**src/rtl/snake_pixel_renderer.sv**
```systemverilog
// Snake game VGA pixel stage: maps pixels to grid cells, reads grid RAM, drives RGB.
// Optional macro SNAKE_GRID_LINES_EN draws 20_20_20 grid lines on empty cells.
module snake_pixel_renderer #(
    parameter int CELL_SHIFT = 4,
    parameter int GRID_W     = 40,
    parameter int GRID_H     = 30
) (
    input  logic        pixel_clk,
    input  logic        reset_n,
    input  logic        in_hs,
    input  logic        in_vs,
    input  logic        in_blank,
    input  logic [11:0] CounterX,
    input  logic [11:0] CounterY,
    input  logic        game_over,
    output logic        grid_rd,
    output logic [10:0] grid_addr,
    input  logic [1:0]  grid_data,
    output logic [7:0]  vga_r,
    output logic [7:0]  vga_g,
    output logic [7:0]  vga_b,
    output logic        vga_hs,
    output logic        vga_vs,
    output logic        vga_blank,
    output logic [5:0]  frame_cnt
);

    localparam logic [11:0] GW = 12'(GRID_W);
    localparam logic [11:0] GH = 12'(GRID_H);

    localparam logic [1:0] CELL_EMPTY = 2'b00;
    localparam logic [1:0] CELL_BODY  = 2'b01;
    localparam logic [1:0] CELL_HEAD  = 2'b10;
    localparam logic [1:0] CELL_FOOD  = 2'b11;

    logic [11:0] col;
    logic [11:0] row;
    logic        in_grid;
    logic [10:0] addr;

    assign col     = CounterX >> CELL_SHIFT;
    assign row     = CounterY >> CELL_SHIFT;
    assign in_grid = in_blank & (col < GW) & (row < GH);
    assign addr    = in_grid ? 11'(row) * 11'(GRID_W) + 11'(col) : 11'd0;

    logic s0_in_grid, s0_hs, s0_vs, s0_blank;
    logic s1_in_grid, s1_hs, s1_vs, s1_blank;
    logic vs_q;
    logic [23:0] rgb;

`ifdef SNAKE_GRID_LINES_EN
    logic cell_edge;
    logic s0_edge, s1_edge;

    assign cell_edge = (CounterX[CELL_SHIFT-1:0] == '0) |
                       (CounterY[CELL_SHIFT-1:0] == '0);

    always_ff @(posedge pixel_clk or negedge reset_n) begin
        if (!reset_n) begin
            s0_edge <= 1'b0;
            s1_edge <= 1'b0;
        end else begin
            s0_edge <= cell_edge;
            s1_edge <= s0_edge;
        end
    end
`endif

    // Stages 0 and 1: address issue, then side info waits for RAM data
    always_ff @(posedge pixel_clk or negedge reset_n) begin
        if (!reset_n) begin
            grid_rd    <= 1'b0;
            grid_addr  <= 11'd0;
            s0_in_grid <= 1'b0;
            s0_hs      <= 1'b1;
            s0_vs      <= 1'b1;
            s0_blank   <= 1'b0;
            s1_in_grid <= 1'b0;
            s1_hs      <= 1'b1;
            s1_vs      <= 1'b1;
            s1_blank   <= 1'b0;
        end else begin
            grid_rd    <= in_grid;
            grid_addr  <= addr;
            s0_in_grid <= in_grid;
            s0_hs      <= in_hs;
            s0_vs      <= in_vs;
            s0_blank   <= in_blank;
            s1_in_grid <= s0_in_grid;
            s1_hs      <= s0_hs;
            s1_vs      <= s0_vs;
            s1_blank   <= s0_blank;
        end
    end

    always_ff @(posedge pixel_clk or negedge reset_n) begin
        if (!reset_n) begin
            vs_q      <= 1'b1;
            frame_cnt <= 6'd0;
        end else begin
            vs_q <= in_vs;
            if (vs_q & ~in_vs)
                frame_cnt <= frame_cnt + 6'd1;
        end
    end

    // Stage 2: colour select by priority
    always_ff @(posedge pixel_clk or negedge reset_n) begin
        if (!reset_n) begin
            rgb       <= 24'h000000;
            vga_hs    <= 1'b1;
            vga_vs    <= 1'b1;
            vga_blank <= 1'b0;
        end else begin
            vga_hs    <= s1_hs;
            vga_vs    <= s1_vs;
            vga_blank <= s1_blank;
            if (!s1_blank)
                rgb <= 24'h000000;
            else if (!s1_in_grid)
                rgb <= 24'h404040;
            else if (game_over & frame_cnt[4] &
                     (grid_data == CELL_BODY || grid_data == CELL_HEAD))
                rgb <= 24'hFF0000;
            else begin
                case (grid_data)
                    CELL_HEAD: rgb <= 24'hFFFF00;
                    CELL_BODY: rgb <= 24'h00C000;
                    CELL_FOOD: rgb <= frame_cnt[4] ? 24'hFF0000 : 24'h000000;
`ifdef SNAKE_GRID_LINES_EN
                    CELL_EMPTY: rgb <= s1_edge ? 24'h202020 : 24'h000000;
`else
                    CELL_EMPTY: rgb <= 24'h000000;
`endif
                    default:   rgb <= 24'h000000;
                endcase
            end
        end
    end

    assign vga_r = rgb[23:16];
    assign vga_g = rgb[15:8];
    assign vga_b = rgb[7:0];

endmodule

```
**config.mk**
```make
export PLATFORM = sky130hd
export DESIGN_NAME = snake_pixel_renderer
export DESIGN_NICKNAME = d
export VERILOG_FILES = /design/src/rtl/snake_pixel_renderer.sv
export SDC_FILE = /design/constraint.sdc
export NUM_CORES = 1
export LEC_CHECK = 0
export BUFFER_PORTS_ARGS = -buffer_cell sky130_fd_sc_hd__buf_2
export CELL_PAD_IN_SITES_DETAIL_PLACEMENT = 1
export CELL_PAD_IN_SITES_GLOBAL_PLACEMENT = 1
export CORE_MARGIN = 3
export CORE_UTILIZATION = 38
export DETAILED_ROUTE_END_ITERATION = 8
export GPL_TIMING_DRIVEN = 0
export MAX_ROUTING_LAYER = met4
export PLACE_DENSITY_LB_ADDON = 0.1
export RECOVER_POWER = 25
export SYNTH_ARGS = -nofsm -noshare
export SYNTH_HDL_FRONTEND = slang
export SYNTH_SLANG_ARGS = --single-unit
```
**constraint.sdc**
```tcl
create_clock -name pixel_clk -period 2.5 [get_ports pixel_clk]
set_input_delay 0.375 -clock pixel_clk [delete_from_list [all_inputs] [get_ports pixel_clk]]
set_output_delay 0.375 -clock pixel_clk [all_outputs]
set_load 0.01 [all_outputs]
```
Word level (Yosys, flattened, before mapping)
Cells that the tools add are included.
{ "totals": {"register_bits": 52, "latchBits": 0, "ram_bits": 0, "romBits": 0, "output_inout_bits": 45, "word_cells": 36, "memories": 0} }
{ "classes": {"n_addsub": 2, "multipliers": 1, "div_mod_pow": 0, "n_lt_le_gt_ge": 2, "eq_ne": 3, "shift": 0, "n_mux": 6, "n_bitwise": 6, "n_reduce_logical": 2} }
{ "ops": {"columns": ["cell", "count"], "rows": [
  ["two-way mux 24 bit", 4],
  ["one-hot mux 24 bit (4 select lines)", 1],
  ["adder 11 x 8 -> 11 bit", 1],
  ["two-way mux 11 bit", 1],
  ["< comparator 8 x 5 -> 1 bit (second input constant)", 1],
  ["< comparator 8 x 6 -> 1 bit (second input constant)", 1],
  ["multiplier 8 x 3 -> 8 bit (second input constant)", 1],
  ["adder 6 x 1 -> 6 bit (second input constant)", 1],
  ["AND 1 bit", 5],
  ["== test 2 bit (second input constant)", 2],
  ["== test 2 x 1 -> 1 bit (second input constant)", 1],
  ["logical NOT 2 bit", 1],
  ["logical OR 1 bit", 1],
  ["NOT 1 bit", 1]
]} }

Depth between registers and ports, before layout
{ "logic_depth": {"ltp_word": 6, "ltp_mapped": 9, "mapped_depth_nobuf": 9} }

Worst setup path after synthesis
No wires, ideal clock.
{ "synth_path": {"kind": "input-to-reg", "from": "input port CounterY[5]", "to": "register grid_addr[9]", "setup_ns": 0.124, "arrival_ns": 2.087, "required_ns": 2.376, "path_slack_ns": 0.290, "path_stages": 9, "path_cell_list": "ha_1 > ha_1 > fa_1 > ha_1 > a21oi_1 > o21ai_0 > nand2_1 > xor2_1 > nor2_1"} }
{ "synth_between": {"elab_chain_cells": 3} }
{ "synth_rtl": {"columns": ["element", "line_no", "rtl"], "rows": [
  ["from (decl)", "14", "input logic [11:0] CounterY,"],
  ["multiplier 8 x 3 -> 8 bit or < comparator 8 x 5 -> 1 bit (tied branches)", "44, 43", null],
  ["adder 11 x 8 -> 11 bit or AND 1 bit (tied branches)", "44, 43", null],
  ["two-way mux 11 bit (*)", "44", "assign addr = in_grid ? 11'(row) * 11'(GRID_W) + 11'(col) : 11'd0;"],
  ["named net addr[9]", "39", "logic [10:0] addr;"],
  ["to (signal assigned)", "84", "grid_addr <= addr;"],
  ["to (decl)", "17", "output logic [10:0] grid_addr,"]
]} }
Mark *: on every way through the listed nets, which the timed path passes. The rest lies on a longest branch.
A chain may end at the register's enable or synchronous reset.

Final worst setup path
Same ends and word-level chain as after synthesis.

==> impl_metrics.env <==
export IMPL_status="complete, but fails checks"
export IMPL_failed_checks="capacitance limit, slew limit"
export IMPL_finalCritPeriodShare=0.878
export IMPL_worst_path_max_fanout=4
export IMPL_ios=77
export IMPL_hold_viol_final=0
export IMPL_drt_initial_violations=79
export IMPL_crit_path_cell_trace="buf_2 > ha_1 > ha_1 > fa_1 > ha_1 > nand2_1 > o21ai_0 > nand2_1 > xor2_1 > nor2_1"
export IMPL_p_per_area_nw_per_um2=654
export IMPL_dp_cells=262
export IMPL_placement_io_buffers=61
export IMPL_cpPeakStageDelay_ns=0.44
export IMPL_drt_pre_antenna_iters=4
export IMPL_maxClockFrequency_mhz=456
export IMPL_wire_length_of_the_first_global_routing_pass_um=6190
export IMPL_crit_slowest_cell="fa_1"
export IMPL_n_fill_cell=484
export IMPL_core_area_um2=4170
export IMPL_rr_endpoint="frame_cnt[5]"
export IMPL_grtUsageTotal=0.156
export IMPL_synth_sequential_area_ratio=0.502
export IMPL_vdd_ir_drop_max_uv=217
export IMPL_final_layout_size_suffix_gt1_frac=0.436
export IMPL_leakage_nw=1.23
export IMPL_ff_to_ff_setup_slack_ns=0.98
export IMPL_finalWorstPathRequiredPeriod_ns=2.19
export IMPL_clk_root_buffer_cell="clkbuf_8"
export IMPL_cts_resized=0
export IMPL_place_congestion=0.788
export IMPL_dieHeight_um=73.1
export IMPL_rsz0062_at_grt="false"
export IMPL_wl_per_cell_um=13.7
export IMPL_final_setup_margin_ns=0.306
export IMPL_yosys_warnings=0
export IMPL_detailedPlacementHpwl_um=3140
export IMPL_die_x_um=73.1
export IMPL_total_standard_cell_area_after_synthesis_um2=1710
export IMPL_antenna_cells_inserted=0
export IMPL_worst_path_most_repeated_cell="ha_1"
export IMPL_cp_arrival_ns=2.39
export IMPL_number_of_buffers_inserted_to_repair_setup_after_cts=0
export IMPL_clk_insertion_delay_late_ns=0.27
export IMPL_maxCapViolations=1
export IMPL_reg2regPathDepth=4
export IMPL_timing_setup_critical_path_class="primary input to flop"
export IMPL_cp_num_buf_inv=1
export IMPL_required_ns=2.70
export IMPL_vias_per_cell=4.77
export IMPL_whs_endpoint="s0_hs"
export IMPL_finClkSkew_ns=0.00469
export IMPL_flops_latches_synth=34
export IMPL_hold_buffers=0
export IMPL_report_final_setup_viol=0
export IMPL_cts_max_path_buffers=2
export IMPL_worst_hold_path_num_cells=1
export IMPL_crit_path_end_kind="flop"
export IMPL_fin_nets=270
export IMPL_clock_slew_seen_by_the_registers_of_the_worst_setup_and_hold_paths_ns=0.07
export IMPL_cts_inserted_buffers=5
export IMPL_final_antenna_net_count=0
export IMPL_hp_class="primary input to flop"
export IMPL_postSynthCellCount=145
export IMPL_max_slew_margin=-0.142
export IMPL_final_hold_worst_slack_ns=0.198
export IMPL_synth_lib_cells_used_distinct=30
export IMPL_pin_count_of_the_biggest_net_entering_global_routing=35
export IMPL_rr_startpoint="vs_q"
export IMPL_area_delta_synth_final_pct=28.3
export IMPL_initial_utilization=0.410
export IMPL_grt_overflow_total=0
export IMPL_htreeDepth=2
export IMPL_place_worst_setup_slack_ns=-0.00700
export IMPL_clock_sink_count=34
export IMPL_slew_violations=35
export IMPL_critPathLaunchType="primary input"
export IMPL_drt_total_wl_um=3690
export IMPL_largest_register_ffs=11
export IMPL_register_ranked_first_by_flip_flop_count="grid_addr"
export IMPL_hold_path_startpoint="in_hs"
export IMPL_postSynthAreaPerCell_um2=11.8
export IMPL_first_global_vias=1346
export IMPL_drcViolationCount=0
export IMPL_cts_tree="yes"
export IMPL_die_area_um2=5340
export IMPL_placementRows=23
export IMPL_antenna_found_initial=0
export IMPL_finish_cell_count_without_fillers=270
export IMPL_top_regs="grid_addr x11, frame_cnt x6, rgb x6"
export IMPL_worst_pin_slew_ns=1.71
export IMPL_timing_critical_path_max_delay_family="adder cells"
export IMPL_dr_total_vias=1287
==> placed cells by master, fill, tap and decap left out, types with 4 or more instances in the layout <==
master	n
a21o_1	5
inv_1	4
dfstp_2	6
ha_1	17
xnor2_1	9
nor2_1	9
buf_4	18
a21oi_1	5
and2_1	5
o21ai_0	4
nand4_1	4
conb_1	7
nand2_1	7
xor2_1	5
dfrtp_1	28
clkbuf_8	6
buf_2	59
==> worst register-to-register path: stages, from the launching register on <==
cell     delay [ns]
dfstp_2        0.53
nor2b_1        0.38
nand4_1        0.21
nor2_1         0.16
xor2_1         0.16
==> per-stage QoR <==
stage / total power [W] / cell area [µm²] / util / setup TNS, ns
2_1_floorplan: 0.000898 / 1730 / - / 0
3_3_place_gp: 0.00102 / 2100 / 0.503 / 0
3_5_place_dp: 0.00105 / 2100 / 0.503 / -0.00700
4_1_cts: 0.00146 / 2190 / 0.526 / 0
5_1_grt: 0.00155 / 2190 / 0.525 / 0
6_report: 0.00143 / 2190 / 0.525 / 0
==> cells in the mapped netlist <==
library cell | n | area (µm²)
o21ai_0 | 4 | 20.0
nor3_1 | 1 | 5.00
nand3_1 | 1 | 5.00
and2_1 | 5 | 31.3
inv_2 | 1 | 3.75
nor4b_1 | 1 | 8.76
nor2_1 | 9 | 33.8
fa_1 | 2 | 40.0
nand4_2 | 1 | 12.5
mux2_2 | 1 | 11.3
a211oi_1 | 1 | 7.51
xor2_1 | 5 | 43.8
o21ai_1 | 1 | 5.00
nand4_1 | 4 | 25.0
inv_1 | 4 | 15.0
conb_1 | 1 | 3.75
a21boi_0 | 2 | 15.0
a211oi_2 | 1 | 12.5
dfrtp_1 | 28 | 701
xnor2_1 | 9 | 78.8
nand2_1 | 7 | 26.3
a21o_1 | 5 | 37.5
ha_1 | 17 | 213
nor2b_1 | 2 | 12.5
dfstp_2 | 6 | 158
a21oi_1 | 5 | 25.0
a31o_1 | 1 | 8.76
buf_4 | 18 | 135
a31oi_1 | 1 | 6.26
a21oi_2 | 1 | 8.76
==> worst max path at each step <==
stage	startpoint	to	slack (ns)	cells past startpoint
final	CounterY[5]	grid_addr[9]	0.31	10
after global routing	CounterY[5]	grid_addr[9]	0.12	10
after CTS	CounterY[5]	grid_addr[9]	0.28	10
after detailed placement	CounterY[5]	grid_addr[9]	-0.007	10
after global placement	CounterY[5]	grid_addr[9]	0.02	10
after floorplan	CounterY[5]	grid_addr[9]	0.29	9
==> cell families after synthesis <==
family                   share of synthesized area
flip-flops                                   0.502
XOR/XNOR                                    0.0717
buffers and inverters                       0.0900
AO/OA/AOI/OAI                               0.0857
adder cells (fa/ha/maj)                      0.148
multiplexers                               0.00659
AND/OR/NAND/NOR                             0.0937
other                                      0.00219
==> report_power, final <==
group / internal, W / switching [W] / leakage [nW]
Clock: 0.000221 / 0.000181 / 0.0472
Combinational: 0.000169 / 0.000190 / 0.751
Sequential: 0.000610 / 0.0000622 / 0.431
Total: 0.00100 / 0.000434 / 1.23
==> cell type report <==
class,count,area (µm²),area share
Tap cell,50,62.6,0.0285
Timing Repair Buffer,61,303,0.138
Clock buffer,6,82.6,0.0377
Sequential cell,34,858,0.392
Buffer,18,135,0.0616
Multi-Input combinational cell,94,719,0.328
Inverter,5,18.8,0.00856
Clock inverter,2,12.5,0.00571
==> metal layers <==
layer	global-route usage	vias to the layer above	part of all wire
li1	-	610	-
met1	0.164	622	0.38
met2	0.279	50	0.54
met3	0.0399	5	0.069
met4	0.0553	0	0.012
met5	-	-	0
(Power assumes the default switching activity.)
